$ cat src/rtl/acc_alu_seq.sv
// acc_alu_seq: WIDTH-bit accumulator ALU with an NREGS-deep operand register file.
// Commands arrive over a valid/ready handshake. Most ops finish in one cycle.
// MUL is a WIDTH-cycle shift-add sequence. OUT drives the bus for one cycle.
module acc_alu_seq #(
   parameter int WIDTH = 8,
   parameter int NREGS = 4,
   parameter int SELW  = 2
) (
   input  logic              clk,
   input  logic              rst,
   input  logic              cmd_valid,
   output logic              cmd_ready,
   input  logic [3:0]        cmd_op,
   input  logic [SELW-1:0]   cmd_sel,
   input  logic [WIDTH-1:0]  cmd_data,
   output logic [WIDTH-1:0]  acc_out,
   output logic [WIDTH-1:0]  hi_out,
   output logic [WIDTH-1:0]  bus_out,
   output logic              bus_oe,
   output logic              cf,
   output logic              zf,
   output logic              nf,
   output logic              vf,
   output logic              busy,
   output logic              done
);

   localparam int CNTW = (WIDTH > 1) ? $clog2(WIDTH) : 1;

   typedef enum logic [3:0] {
      OP_NOP = 4'd0,  OP_LDA = 4'd1,  OP_LDB = 4'd2,  OP_ADD = 4'd3,
      OP_SUB = 4'd4,  OP_ADC = 4'd5,  OP_AND = 4'd6,  OP_OR  = 4'd7,
      OP_XOR = 4'd8,  OP_SHL = 4'd9,  OP_SHR = 4'd10, OP_MUL = 4'd11,
      OP_OUT = 4'd12, OP_CLR = 4'd13, OP_R14 = 4'd14, OP_R15 = 4'd15
   } op_t;

   typedef enum logic {
      S_IDLE,
      S_MUL
   } state_t;

   state_t              state_q;
   op_t                 op;
   logic [WIDTH-1:0]    acc_q;
   logic [WIDTH-1:0]    hi_q;
   logic [WIDTH-1:0]    b_q [NREGS];
   logic                cf_q;
   logic                zf_q;
   logic                nf_q;
   logic                vf_q;
   logic                done_q;
   logic                oe_q;
   logic                busy_q;
   logic [CNTW-1:0]     cnt_q;
   logic [WIDTH-1:0]    mcand_q;
   logic [2*WIDTH-1:0]  prod_q;

   logic [WIDTH-1:0]    b_val;
   logic [WIDTH:0]      sum_ext;
   logic [WIDTH-1:0]    res;
   logic                c_n;
   logic                v_n;
   logic                wr_acc;
   logic [WIDTH:0]      step_sum;
   logic [2*WIDTH-1:0]  prod_nxt;

   assign op        = op_t'(cmd_op);
   assign cmd_ready = (state_q == S_IDLE);
   assign acc_out   = acc_q;
   assign hi_out    = hi_q;
   assign bus_oe    = oe_q;
   assign bus_out   = oe_q ? acc_q : '0;
   assign cf        = cf_q;
   assign zf        = zf_q;
   assign nf        = nf_q;
   assign vf        = vf_q;
   assign busy      = busy_q;
   assign done      = done_q;

   // Single-cycle ALU result and flag candidates for the command on the inputs.
   // The register read loops over valid indices, so an out-of-range select reads 0.
   always_comb begin
      b_val = '0;
      for (int unsigned i = 0; i < unsigned'(NREGS); i++) begin
         if (cmd_sel == SELW'(i)) b_val = b_q[i];
      end
      sum_ext = '0;
      res     = acc_q;
      c_n     = cf_q;
      v_n     = vf_q;
      wr_acc  = 1'b0;
      case (op)
         OP_LDA: begin
            res    = cmd_data;
            wr_acc = 1'b1;
         end
         OP_ADD, OP_ADC: begin
            sum_ext = {1'b0, acc_q} + {1'b0, b_val};
            if (op == OP_ADC) sum_ext = sum_ext + {{WIDTH{1'b0}}, cf_q};
            res    = sum_ext[WIDTH-1:0];
            c_n    = sum_ext[WIDTH];
            v_n    = (acc_q[WIDTH-1] == b_val[WIDTH-1]) && (res[WIDTH-1] != acc_q[WIDTH-1]);
            wr_acc = 1'b1;
         end
         OP_SUB: begin
            sum_ext = {1'b0, acc_q} - {1'b0, b_val};
            res    = sum_ext[WIDTH-1:0];
            c_n    = sum_ext[WIDTH];
            v_n    = (acc_q[WIDTH-1] != b_val[WIDTH-1]) && (res[WIDTH-1] != acc_q[WIDTH-1]);
            wr_acc = 1'b1;
         end
         OP_AND: begin
            res    = acc_q & b_val;
            v_n    = 1'b0;
            wr_acc = 1'b1;
         end
         OP_OR: begin
            res    = acc_q | b_val;
            v_n    = 1'b0;
            wr_acc = 1'b1;
         end
         OP_XOR: begin
            res    = acc_q ^ b_val;
            v_n    = 1'b0;
            wr_acc = 1'b1;
         end
         OP_SHL: begin
            res    = acc_q << 1;
            c_n    = acc_q[WIDTH-1];
            v_n    = 1'b0;
            wr_acc = 1'b1;
         end
         OP_SHR: begin
            res    = acc_q >> 1;
            c_n    = acc_q[0];
            v_n    = 1'b0;
            wr_acc = 1'b1;
         end
         OP_CLR: begin
            res    = '0;
            c_n    = 1'b0;
            v_n    = 1'b0;
            wr_acc = 1'b1;
         end
         default: ;
      endcase
   end

   // One shift-add multiply step: add the multiplicand into the upper half when
   // the current multiplier bit is set, then shift the whole product right.
   always_comb begin
      step_sum = {1'b0, prod_q[2*WIDTH-1:WIDTH]} + (prod_q[0] ? {1'b0, mcand_q} : '0);
      prod_nxt = {step_sum, prod_q[WIDTH-1:1]};
   end

   // Control FSM plus all architectural state; done and bus_oe default low each cycle.
   always_ff @(posedge clk) begin
      if (rst) begin
         state_q <= S_IDLE;
         acc_q   <= '0;
         hi_q    <= '0;
         for (int unsigned i = 0; i < unsigned'(NREGS); i++) b_q[i] <= '0;
         cf_q    <= 1'b0;
         zf_q    <= 1'b0;
         nf_q    <= 1'b0;
         vf_q    <= 1'b0;
         done_q  <= 1'b0;
         oe_q    <= 1'b0;
         busy_q  <= 1'b0;
         cnt_q   <= '0;
         mcand_q <= '0;
         prod_q  <= '0;
      end else begin
         done_q <= 1'b0;
         oe_q   <= 1'b0;
         case (state_q)
            S_IDLE: begin
               if (cmd_valid) begin
                  done_q <= 1'b1;
                  case (op)
                     OP_LDB: begin
                        for (int unsigned i = 0; i < unsigned'(NREGS); i++) begin
                           if (cmd_sel == SELW'(i)) b_q[i] <= cmd_data;
                        end
                     end
                     OP_OUT: oe_q <= 1'b1;
                     OP_CLR: hi_q <= '0;
                     OP_MUL: begin
                        state_q <= S_MUL;
                        busy_q  <= 1'b1;
                        done_q  <= 1'b0;
                        cnt_q   <= '0;
                        mcand_q <= acc_q;
                        prod_q  <= {{WIDTH{1'b0}}, b_val};
                     end
                     default: ;
                  endcase
                  if (wr_acc) begin
                     acc_q <= res;
                     zf_q  <= (res == '0);
                     nf_q  <= res[WIDTH-1];
                     cf_q  <= c_n;
                     vf_q  <= v_n;
                  end
               end
            end
            S_MUL: begin
               prod_q <= prod_nxt;
               cnt_q  <= cnt_q + 1'b1;
               if (cnt_q == CNTW'(WIDTH - 1)) begin
                  acc_q   <= prod_nxt[WIDTH-1:0];
                  hi_q    <= prod_nxt[2*WIDTH-1:WIDTH];
                  cf_q    <= (prod_nxt[2*WIDTH-1:WIDTH] != '0);
                  vf_q    <= 1'b0;
                  zf_q    <= (prod_nxt[WIDTH-1:0] == '0);
                  nf_q    <= prod_nxt[WIDTH-1];
                  done_q  <= 1'b1;
                  busy_q  <= 1'b0;
                  state_q <= S_IDLE;
               end
            end
            default: state_q <= S_IDLE;
         endcase
      end
   end

endmodule
$ cat config.mk
export PLATFORM = sky130hd
export DESIGN_NAME = acc_alu_seq
export DESIGN_NICKNAME = d
export VERILOG_FILES = /design/src/rtl/acc_alu_seq.sv
export SDC_FILE = /design/constraint.sdc
export NUM_CORES = 1
export LEC_CHECK = 0
export ABC_AREA = 1
export ABC_CLOCK_PERIOD_IN_PS = 3950
export BUFFER_PORTS_ARGS = -buffer_cell sky130_fd_sc_hd__buf_2
export CORE_MARGIN = 4
export CORE_UTILIZATION = 62
export CTS_BUF_LIST = sky130_fd_sc_hd__clkbuf_2 sky130_fd_sc_hd__clkbuf_4 sky130_fd_sc_hd__clkbuf_8
export DETAILED_ROUTE_END_ITERATION = 6
export GPL_ROUTABILITY_DRIVEN = 0
export PLACE_DENSITY = 0.82
export SETUP_SLACK_MARGIN = 0.1
export SYNTH_ARGS = -nofsm -noshare
export SYNTH_HDL_FRONTEND = slang
export SYNTH_SLANG_ARGS = --single-unit
$ cat constraint.sdc
create_clock -name clk -period 3.95 [get_ports clk]
set_input_delay 0.395 -clock clk [delete_from_list [all_inputs] [get_ports clk]]
set_output_delay 0.395 -clock clk [all_outputs]
set_load 0.02 [all_outputs]
==> impl_metrics.yaml <==
run_status:
  status: "finished, final reports clean"
sta:
  tns_ns: 0
  tightest_slew_ns: 0.799
  rsz0062_at_grt: "no"
  slew_viol_final: 0
  fmax_mhz: 304
  hold_viol: 0
  slew_headroom_pct: 46.7
  finalCriticalPeriod_ns: 3.29
  setup_violations: 0
  holdWs_ns: 0.420
  clock_skew_ns: 0.0119
  period_share_pct: 83.2
setup_path:
  path_max_fanout: 7
  reg2reg_depth: 19
  cp.depth: 23
  endpoint_kind: "register"
  worstReg2RegStart: "b_q[0][0]"
  crit_buf_inv: 6
  slowest_stage: "fa_1"
  cpPeakStageDelay_ns: 0.42
  r2r_end: "acc_out[6]"
  path_cells: "buf_2 -> inv_1 -> nor2_1 -> inv_1 -> nor2_1 -> o21a_1 -> inv_1 -> ha_1 -> inv_1 -> fa_1 -> inv_1 -> ha_1 -> nand3_1 -> nor2_1 -> nand2_1 -> nor2_1 -> nand2_1 -> nand2_1 -> nand3_1 -> nand2_1 -> o21ai_1 -> or2_0 -> a21oi_1"
  critPathRequiredTime_ns: 4.24
  worstSetupPathType: "input port to register"
  cp-start-kind: "input port"
  critical_path.top_delay_family: "simple AND/OR/NAND/NOR gates"
  r2r_slack_ns: 0.79
  path_common_cell: "inv_1"
  worstPathArrival_ns: 3.58
clocking:
  clk_pin_slew_ns: 0.10
  clock-root-buffer: "clkbuf_8"
  cts.hold.buffers_added: 0
  clockBufferDepth: 2
  cts_setup_buffers: 0
  cts_buffers: 9
  cts_tree: "yes"
  cts_resized: 0
  cts_sinks: 82
  h-tree-depth: 3
  clkLatencyLatePin_ns: 0.36
final_layout:
  final_common_cell: "nand2_1"
  layout-drive-gt1-share_pct: 8.99
  mostFrequentLayoutCells: "nand2_1, inv_1, nor2_1"
  diodes: 0
  syn2layout_area_growth_pct: 9.27
  final_nets: 942
  num-fill-cells: 753
power_and_ir_drop:
  power_leakage_nw: 3.13
  power_per_cell_area_nw_per_um2: 347
  power.total_w: 0.00214
  ir_drop_mv: 0.284
place:
  dp_hpwl_um: 12900
  io_buffers: 48
grt:
  grt_pass1_wl_um: 27600
  grt_max_degree: 30
  grt_overflow: 0
  grt_usage_pct: 33.3
  grt_pass1_vias: 5610
  antenna_found_initial: 0
detailed_routing:
  firstDrtPassIters: 6
  drt_iter0_drc: 668
  drcViolationCount: 0
  wl_um: 17200
  dr_total_vias: 5988
  wl_per_cell_um: 17.2
  via_per_inst: 6.00
  ant_nets: 0
yosys:
  syn_area_um2: 5630
  netlist_instances: 844
  postSynthNetCount: 901
  ys_ff_latch: 82
  ys_dominant_reg_cell: "dfxtp_1"
  avgSynthCellArea_um2: 6.67
  yosysSeqAreaShare_pct: 34.9
  ys_types: 37
  yosysWarningCount: 0
  synth-async-reset-ratio_pct: 0
  synth-edff-count: 32
floorplan:
  die_x_um: 103
  std_cell_rows: 34
  num_io_pins: 49
  core_area_um2: 8760
  initial_utilization_pct: 64.2
  dieHeight_um: 103
  die-area_um2: 10700
worst_hold_path:
  hp-start: "cmd_data[0]"
  min-delay-path-class: "input port to register"
  hold_path_depth: 3
  holdPathEnd: "b_q[1][0]"
flow_run:
  drv_cap: 0
[layout make-up]
cell class	instances	area [um2]	share of cell area (%)
inverters	123	462	7.51
well taps	108	135	2.20
multi-input cells	617	3110	50.6
clock buffers	10	138	2.24
clock inverters	6	71.3	1.16
repair buffers	52	270	4.39
flip-flops and latches	82	1960	31.9
[state kept, by name, summed over array words and instances (netlist names)]
register / cells
cnt_q: 3
hi_out: 8
acc_out: 8
busy: 1
state_q: 1
done: 1
vf: 1
zf: 1
prod_q: 16
mcand_q: 8
cf: 1
bus_oe: 1
b_q: 32
[how the worst max path moves through the flow]
stage / start / end / slack (ns)
2_1_floorplan: cmd_sel[0] / acc_out[6] / 0.90
3_3_place_gp: cmd_sel[1] / acc_out[6] / 0.51
3_5_place_dp: cmd_sel[1] / acc_out[6] / 0.39
4_1_cts: cmd_sel[1] / acc_out[6] / 0.73
5_1_grt: cmd_sel[1] / acc_out[6] / 0.39
6_report: cmd_sel[1] / acc_out[6] / 0.66
[power by group]
group / switching [W] / internal (W) / total [W]
combinational: 0.000377 / 0.000153 / 0.000529
clock: 0.000338 / 0.000318 / 0.000657
sequential: 0.0000381 / 0.000911 / 0.000949
[cell usage after synthesis, drive strengths merged (4+ instances only)]
master / count / area (um2)
nand3: 71 / 355
o21ai: 34 / 170
o22ai: 6 / 37.5
a221oi: 4 / 35.0
nor3: 6 / 30.0
xor2: 6 / 52.6
inv: 121 / 454
a21oi: 54 / 270
or2: 4 / 25.0
o211ai: 4 / 30.0
buf: 7 / 36.3
edfxtp: 32 / 961
dfxtp: 50 / 1000
ha: 37 / 463
a31oi: 14 / 87.6
nor2: 120 / 460
nand4: 11 / 68.8
nand2: 230 / 866
clkbuf: 15 / 56.3
[metrics by stage]
stage	cell area, um2	worst slack (ns)	util, %	std cells
finish	6150	0.662	70.2	998
global placement	5940	0.510	67.8	982
detailed placement	5940	0.386	67.8	982
global route	6150	0.389	70.2	998
CTS	6150	0.729	70.2	998
floorplan	5630	0.903	-	844
[cell families (layout without fill, tap and decap cells)]
family	after synthesis	after routing	share of synthesized area (%)
compound gates	125	125	12.5
flops	82	82	34.9
xor+xnor	7	7	1.09
fa+ha+maj	40	40	9.29
buf+inv	145	191	9.85
simple gates	445	445	32.4
[per-layer routing]
| layer | share of wire (%) | up-vias | global-route usage [%] |
|---|---|---|---|
| li1 | - | 2813 | - |
| met1 | 39 | 2677 | 44.5 |
| met2 | 45 | 413 | 52.3 |
| met3 | 11 | 85 | 5.50 |
| met4 | 5.3 | 0 | 16.8 |
| met5 | 0 | - | 0 |
[tightest hold or removal path: cells and delay by family]
family,cells,cell delay (ns)
buf+inv,2,0.17
simple gates,1,0.10
Power figures use the tool's default switching activity.
